--- config.mk ---
export PLATFORM = sky130hd
export DESIGN_NAME = idle_detect_lanes
export DESIGN_NICKNAME = d
export VERILOG_FILES = /design/src/rtl/idle_detect_lanes.sv
export SDC_FILE = /design/constraint.sdc
export NUM_CORES = 1
export LEC_CHECK = 0
export ABC_AREA = 1
export CAP_MARGIN = 20
export CELL_PAD_IN_SITES_DETAIL_PLACEMENT = 1
export CELL_PAD_IN_SITES_GLOBAL_PLACEMENT = 1
export CORE_MARGIN = 2
export CORE_UTILIZATION = 35
export CTS_BUF_LIST = sky130_fd_sc_hd__clkbuf_8
export DETAILED_ROUTE_END_ITERATION = 8
export GPL_ROUTABILITY_DRIVEN = 0
export PLACE_DENSITY = 0.78
export SYNTH_ARGS = -nofsm -noshare
export SYNTH_HDL_FRONTEND = slang
export SYNTH_SLANG_ARGS = --single-unit
--- constraint.sdc ---
create_clock -name clk -period 1.1 [get_ports clk]
set_input_delay 0.22 -clock clk [delete_from_list [all_inputs] [get_ports clk]]
set_output_delay 0.22 -clock clk [all_outputs]
set_load 0.02 [all_outputs]
--- src/rtl/idle_detect_lanes.sv ---
// Per-lane COM-lock / IDL detector: each lane locks after LOCK_COUNT COM symbols,
// flags IDL while locked, and drops lock after UNLOCK_COUNT consecutive bad symbols.
module idle_detect_lanes #(
   parameter int               LANES        = 4,
   parameter int               SYM_W        = 8,
   parameter logic [SYM_W-1:0] COM_SYM      = 8'hBC,
   parameter logic [SYM_W-1:0] IDL_SYM      = 8'h7C,
   parameter int               LOCK_COUNT   = 4,
   parameter int               UNLOCK_COUNT = 8
) (
   input  logic                   clk,
   input  logic                   reset,
   input  logic                   clear,
   input  logic [LANES*SYM_W-1:0] sym_in,
   input  logic [LANES-1:0]       sym_valid,
   output logic [LANES-1:0]       idle_out,
   output logic [LANES-1:0]       lane_locked,
   output logic                   all_lanes_idle
);

   localparam int CW = $clog2(LOCK_COUNT + 1);
   localparam int BW = $clog2(UNLOCK_COUNT + 1);

   typedef enum logic {
      ST_SEARCH = 1'b0,
      ST_LOCKED = 1'b1
   } lane_state_e;

   lane_state_e       state_q   [LANES];
   lane_state_e       state_d   [LANES];
   logic [CW-1:0]     com_cnt_q [LANES];
   logic [CW-1:0]     com_cnt_d [LANES];
   logic [BW-1:0]     bad_cnt_q [LANES];
   logic [BW-1:0]     bad_cnt_d [LANES];
   logic [LANES-1:0]  idle_q;
   logic [LANES-1:0]  idle_d;
   logic              all_idle_q;
   logic              all_idle_d;

   // Next-state for every lane; clear wins over sym_valid, invalid cycles hold state.
   always_comb begin
      for (int i = 0; i < LANES; i++) begin
         state_d[i]   = state_q[i];
         com_cnt_d[i] = com_cnt_q[i];
         bad_cnt_d[i] = bad_cnt_q[i];
         idle_d[i]    = 1'b0;
         if (clear) begin
            state_d[i]   = ST_SEARCH;
            com_cnt_d[i] = {CW{1'b0}};
            bad_cnt_d[i] = {BW{1'b0}};
         end else if (sym_valid[i]) begin
            case (state_q[i])
               ST_SEARCH: begin
                  if (sym_in[i*SYM_W +: SYM_W] == COM_SYM) begin
                     if (com_cnt_q[i] != CW'(LOCK_COUNT)) begin
                        com_cnt_d[i] = com_cnt_q[i] + CW'(1);
                     end else begin
                        com_cnt_d[i] = com_cnt_q[i];
                     end
                     if (com_cnt_q[i] == CW'(LOCK_COUNT - 1)) begin
                        state_d[i] = ST_LOCKED;
                     end else begin
                        state_d[i] = ST_SEARCH;
                     end
                  end else begin
                     com_cnt_d[i] = com_cnt_q[i];
                  end
               end
               ST_LOCKED: begin
                  if (sym_in[i*SYM_W +: SYM_W] == IDL_SYM) begin
                     idle_d[i]    = 1'b1;
                     bad_cnt_d[i] = {BW{1'b0}};
                  end else if (sym_in[i*SYM_W +: SYM_W] == COM_SYM) begin
                     bad_cnt_d[i] = {BW{1'b0}};
                  end else if (bad_cnt_q[i] == BW'(UNLOCK_COUNT - 1)) begin
                     // Run of bad symbols complete: lane must reacquire from scratch.
                     state_d[i]   = ST_SEARCH;
                     com_cnt_d[i] = {CW{1'b0}};
                     bad_cnt_d[i] = {BW{1'b0}};
                  end else if (bad_cnt_q[i] != BW'(UNLOCK_COUNT)) begin
                     bad_cnt_d[i] = bad_cnt_q[i] + BW'(1);
                  end else begin
                     bad_cnt_d[i] = bad_cnt_q[i];
                  end
               end
               default: begin
                  state_d[i]   = ST_SEARCH;
                  com_cnt_d[i] = {CW{1'b0}};
                  bad_cnt_d[i] = {BW{1'b0}};
               end
            endcase
         end else begin
            state_d[i] = state_q[i];
         end
      end
      all_idle_d = &idle_d;
   end

   // Lane state, counters and registered idle flags.
   always_ff @(posedge clk or negedge reset) begin
      if (!reset) begin
         for (int i = 0; i < LANES; i++) begin
            state_q[i]   <= ST_SEARCH;
            com_cnt_q[i] <= {CW{1'b0}};
            bad_cnt_q[i] <= {BW{1'b0}};
         end
         idle_q     <= {LANES{1'b0}};
         all_idle_q <= 1'b0;
      end else begin
         for (int i = 0; i < LANES; i++) begin
            state_q[i]   <= state_d[i];
            com_cnt_q[i] <= com_cnt_d[i];
            bad_cnt_q[i] <= bad_cnt_d[i];
         end
         idle_q     <= idle_d;
         all_idle_q <= all_idle_d;
      end
   end

   // Lock flag is a direct decode of the registered lane state.
   always_comb begin
      lane_locked = {LANES{1'b0}};
      for (int i = 0; i < LANES; i++) begin
         lane_locked[i] = (state_q[i] == ST_LOCKED);
      end
   end

   assign idle_out       = idle_q;
   assign all_lanes_idle = all_idle_q;

endmodule
Word level (Yosys, flattened, before mapping)
Cells that the tools add are included.

cells by class
  reduce and logical (&&, ||, !) cells = 21
  div/mod/pow operators = 0
  multipliers = 0
  bitwise operators = 4
  equality and inequality tests = 44
  multiplexer cells = 108
  add/sub/neg operators = 8
  order comparisons = 0
  shifts and indexed selects = 0

operators with widths
  cell                 count
  $mux 4               28
  $mux 3               28
  $ne 3x3->1 const B   20
  $mux 1               44
  $eq 8x7->1 const B   4
  $eq 8x8->1 const B   4
  $pmux 3 s2           4
  $reduce_and 6->1     4
  $reduce_bool 5->1    4
  $add 4x1->4 const B  4
  $eq 4x3->1 const B   4
  $ne 4x4->1 const B   4
  $reduce_bool 2->1    8
  $add 3x1->3 const B  4
  $eq 3x2->1 const B   4
  $ne 3x2->1 const B   4
  $reduce_and 3->1     4
  $pmux 1 s2           4
  $not 1->1            4
  $reduce_and 4->1     1

storage, ports and cells
  memories kept = 0
  bits of input ports = 39
  bits in writable memories = 0
  memory bits (read-only) = 0
  latch bits = 0
  output and inout port bits = 9
  flip-flop bits (word level) = 37

Logic depth before layout (Yosys ltp)
Gate-level depths: netlist of run 1.

  depth in word-level cells = 8
  depth in mapped cells = 10
  depth with buffers taken out = 10

Worst setup path after synthesis of run 1
OpenSTA, ideal clock, no wires.

  kind = reg-to-reg
  start = register bad_cnt_q[12] (netlist name)
  end = register com_cnt_q[9] (netlist name)
  slack = -0.124 ns
  required time = 0.983 ns
  cell stages (with the launch flop) = 9
  setup time = 0.117 ns
  data arrival time = 1.107 ns
  path through = dfrtp_1 > ha_1 > nand2_1 > nor2_1 > nand2_1 > nand2_1 > nand3_2 > nand2_1 > nand2_1

between the ends
  word-level cells in the longest chain between the ends = 3

RTL lines
  element                           RTL line  text
  start: declaration                33        logic [BW-1:0] bad_cnt_q [LANES];
  start signal: indexed assignment  105       bad_cnt_q[i] <= {BW{1'b0}};
  start signal: indexed assignment  113       bad_cnt_q[i] <= bad_cnt_d[i];
  $eq 4x3->1                        75        end else if (bad_cnt_q[i] == BW'(UNLOCK_COUNT - 1)) begin
  $ne 3x2->1 (no line)              n/a
  $reduce_and 6->1 (no line)        n/a
  end signal: indexed assignment    104       com_cnt_q[i] <= {CW{1'b0}};
  end signal: indexed assignment    112       com_cnt_q[i] <= com_cnt_d[i];
  end: declaration                  31        logic [CW-1:0] com_cnt_q [LANES];

Every way passes these cells.
A chain may end at the register's enable or synchronous reset.

Worst setup path in the final report of run 1
  start = input sym_in[10]
  end = register bad_cnt_q[11] (netlist name)

between the ends
  word-level cells in the longest chain between the ends = 6
  elaborated cells on any way between the ends = 9
  those cells by class = eq/ne (2); mux (5); reduce/logical (2)

RTL lines
  element             RTL line  text
  start: declaration  14        input logic [LANES*SYM_W-1:0] sym_in,
  $eq 8x8->1          73        end else if (sym_in[i*SYM_W +: SYM_W] == COM_SYM) begin
  $mux 4              73
  $mux 4              70        if (sym_in[i*SYM_W +: SYM_W] == IDL_SYM) begin
  $mux 4              52        case (state_q[i])
  $mux 4              51        end else if (sym_valid[i]) begin
  $mux 4              47        if (clear) begin

Parallel ways exist; a longest one is shown, timed or not. The select of a mux whose other input is x is not followed.

==> results.md, run 1 <==
* Outcome: finished, violations left
* Failing checks: setup timing
* Period utilization at 128.5%
* Max Slew Vio Count at 0
* Post-synthesis net count at 492
* Crit path largest cell delay at 0.49 ns
* GR Util met2 at 45.98%
* Crit path launch type: input pin
* Gr usage total at 23.60%
* Min-Delay Path Class: in -> reg
* Seq/Total Area, Yosys at about a third
* Distinct cells, synth at 18
* Area delta synth->final at 68.96%
* Total number of vias at 3,495
* Bufs on Longest Clock Path at 2
* Clk_lat worst skew at 0.32 ns
* CP Depth at 10
* Commonest non-fill, non-tap cell in the layout: nand2_1
* WP data arrival at between 1.5 and 2 ns
* Port Buffer Count at 47
* Final worst setup slack at -0.3133 ns
* Initial DRC count at between 100 and 150
* Post-Syn Instances at about 430
* Unrepaired setup endpoints after global routing: true
* Relative slew slack at 78.47%
* CTS Buf Count at 5
* Reg clk slew, reported paths at 0.09 ns
* Final setup violation count at 38
* Worst Tran Pin Value at 0.3226 ns
* CP max stage cell: clkdlybuf4s50_1
* Post-place setup slack at -0.6298 ns
* WP data required at 1.30 ns
* Reg2reg path depth at 8
* Clock Sinks at 37
* RR Startpoint: bad_cnt_q[5]
* Final Hold Viols at 0
* Largest net degree at the start of global routing at 38
* Leading area contributor after synthesis: dfrtp_1
* Pwr Total at 5.143 mW
* Layout cell share with drive strength beyond 1 at between 40 and 50%
* Worst path cell trace: clkdlybuf4s50_1 -> nand2_2 -> inv_1 -> nand2_1 -> nor2_1 -> nor2_2 -> nand3_4 -> nand2_4 -> nand2_1 -> nand2_1
* Site row count at 33
* CTS tree: done
* Dpl hpwl at between 6000 and 7000 um
* WL per Instance at 19.12 um
* Die X-Extent at approximately 95 um
* Die Footprint at between 8000 and 9000 um2
* CP Class: in -> reg
* Initial antenna violation count at 0
* Max cap viols at 0
* Setup_tns at -7.945 ns
* Grt met1 use at 25.69%
* Crit-path max FO at 4
* Mean Syn Cell Area at 6.666 um2
* Layout Nets at 628
* Grt ovf at 0
* Synthesized area at 2887 um2
* Crit path from: sym_in[10]
* Pleak at between 2 and 3 nW
* Yosys reg bits at 37
* Capture point of the worst path: bad_cnt_q[11]
* CP delay by family, top: simple AND/OR/NAND/NOR gates
* Area share of the largest cell type after synthesis at 32.08%
* Buf/Inv on CP at 2
* Grt peak-use layer: met2
* Core footprint at slightly above 8000 um2
* Minimum clock period at 1.413 ns
* FF-to-FF End: com_cnt_q[3]
* Synth top area cells: dfrtp_1 (32%), nand2_1 (17%), inv_1 (10%)
* Residual DRC count at 0
* VDD IR max at 1.231 mV
* Number of global-route vias before repair at 3,580
* Final wirelength at 12,890 um
* # H-tree levels at 2
* Die Ht at ~95 um
* GR Util met3 at 3.671%
* CP endpoint kind: register
* Most frequent cells in the layout: nand2_1 (72), buf_4 (69), inv_1 (61)
* First-pass GRT wire length at 16,480 um
* Worst R2R Setup Slack at -0.31 ns
* Starting Density at between 30 and 40%
* I/O pin cnt at 48
* Via-to-Cell Ratio at between 5 and 6
* Clock skew at ~0.017 ns
* Antenna Violating Nets Remaining at 0
* 1st-pass router iterations at 4
* Yosys warnings at 0
* # fillers at around 1,000
* Achievable Freq at ~700 MHz
* CP dominant cell by count: nand2_1
* Pwr/cell area at ~1100 nW/um2
* Root Buffer: clkbuf_8
* Inserted Diodes at 0
## cell type report
class	instances	area (um2)	share of cell area [%]
Multi-Input combinational cell	311	2221	45.54
Timing Repair Buffer	131	1169	23.96
Sequential cell	37	930.9	19.09
Inverter	83	321.6	6.593
Tap cell	105	131.4	2.694
Clock buffer	5	68.82	1.411
Clock inverter	2	35.03	0.7183
## worst register-to-register path, stage by stage (launching register included)
cell and delay, ns:
dfrtp_1 0.39, ha_2 0.21, nand2_2 0.06, nor2_4 0.12
nand2_1 0.08, nand2_2 0.14, nand3_4 0.13, nand2_4 0.11
nand2_2 0.06
## synth_stat cells (all sizes together)
cell and number:
a31oi 4, buf 2, dfrtp 37, ha 20, inv 83, nand2 132, nand3 36, nand4 23
nor2 84, o21bai 4, xnor2 5, xor2 3
## sequential cells by signal, summed over array words and instances (netlist names)
| signal | cells |
|---|---|
| idle_out | 4 |
| lane_locked | 4 |
| com_cnt_q | 12 |
| all_lanes_idle | 1 |
| bad_cnt_q | 16 |
## logic make-up after synthesis
kind of cell	count (synthesis)	synth area share [%]
buffers and inverters	85	11.88
adder cells (fa/ha/maj)	20	8.669
AND/OR/NAND/NOR	275	43.04
AO/OA/AOI/OAI	8	1.907
flip-flops	37	32.08
XOR/XNOR	8	2.427
## stage by stage
stage	instance area (um2)	hold WS [ns]	util, %	cells
floorplan	2934	-0.07559	-	433
global route	4877	0.4352	60.27	674
global placement	3953	0.2080	48.84	640
finish	4877	0.3814	60.27	674
CTS	4442	0.4145	54.89	661
detailed placement	3953	0.2092	48.84	640
## per-layer routing
| layer | vias to the layer above | share of wire, % |
|---|---|---|
| met1 | 1731 | 38 |
| li1 | 1607 | - |
| met2 | 106 | 54 |
| met4 | 0 | 4.6 |
| met5 | - | 0 |
| met3 | 51 | 3.6 |
## power by group
part           total [mW]  switching, mW  internal [mW]  leakage [nW]
combinational        2.18           1.15           1.03          1.95
sequential           1.71          0.189           1.52         0.492
clock                1.25          0.587          0.661        0.0540
## worst min-delay path by stage
stage,from,to,slack (ns),cells after the start
floorplan,reset,all_lanes_idle,-0.08,0
global placement,reset,bad_cnt_q[7],0.21,2
detailed placement,reset,bad_cnt_q[7],0.21,2
CTS,reset,idle_out[0],0.41,3
global route,reset,idle_out[0],0.44,3
finish,sym_in[12],lane_locked[1],0.38,5
## what timing repair did
| item | 4_1_cts | 5_1_grt |
|---|---|---|
| resized for setup | 152 | 94 |
| pin swaps | 51 | 54 |
| setup endpoints to repair | 46 | 41 |
| hold endpoints to repair | 37 | 0 |
| hold buffers | 1 | 0 |
| gates cloned | 1 | 0 |
| buffers inserted | 12 | 13 |
Power figures use the tool's default switching activity.
==> inputs of run 2 (changes only) <==
--- a/config.mk
+++ b/config.mk
@@ -6,7 +6,7 @@
 export NUM_CORES = 1
 export LEC_CHECK = 0
 export ABC_AREA = 1
-export CAP_MARGIN = 20
+export CAP_MARGIN = 30
 export CELL_PAD_IN_SITES_DETAIL_PLACEMENT = 1
 export CELL_PAD_IN_SITES_GLOBAL_PLACEMENT = 1
 export CORE_MARGIN = 2
==> results of run 2 <==
No change in the layout: final DEF, timing and power equal those of run 1.
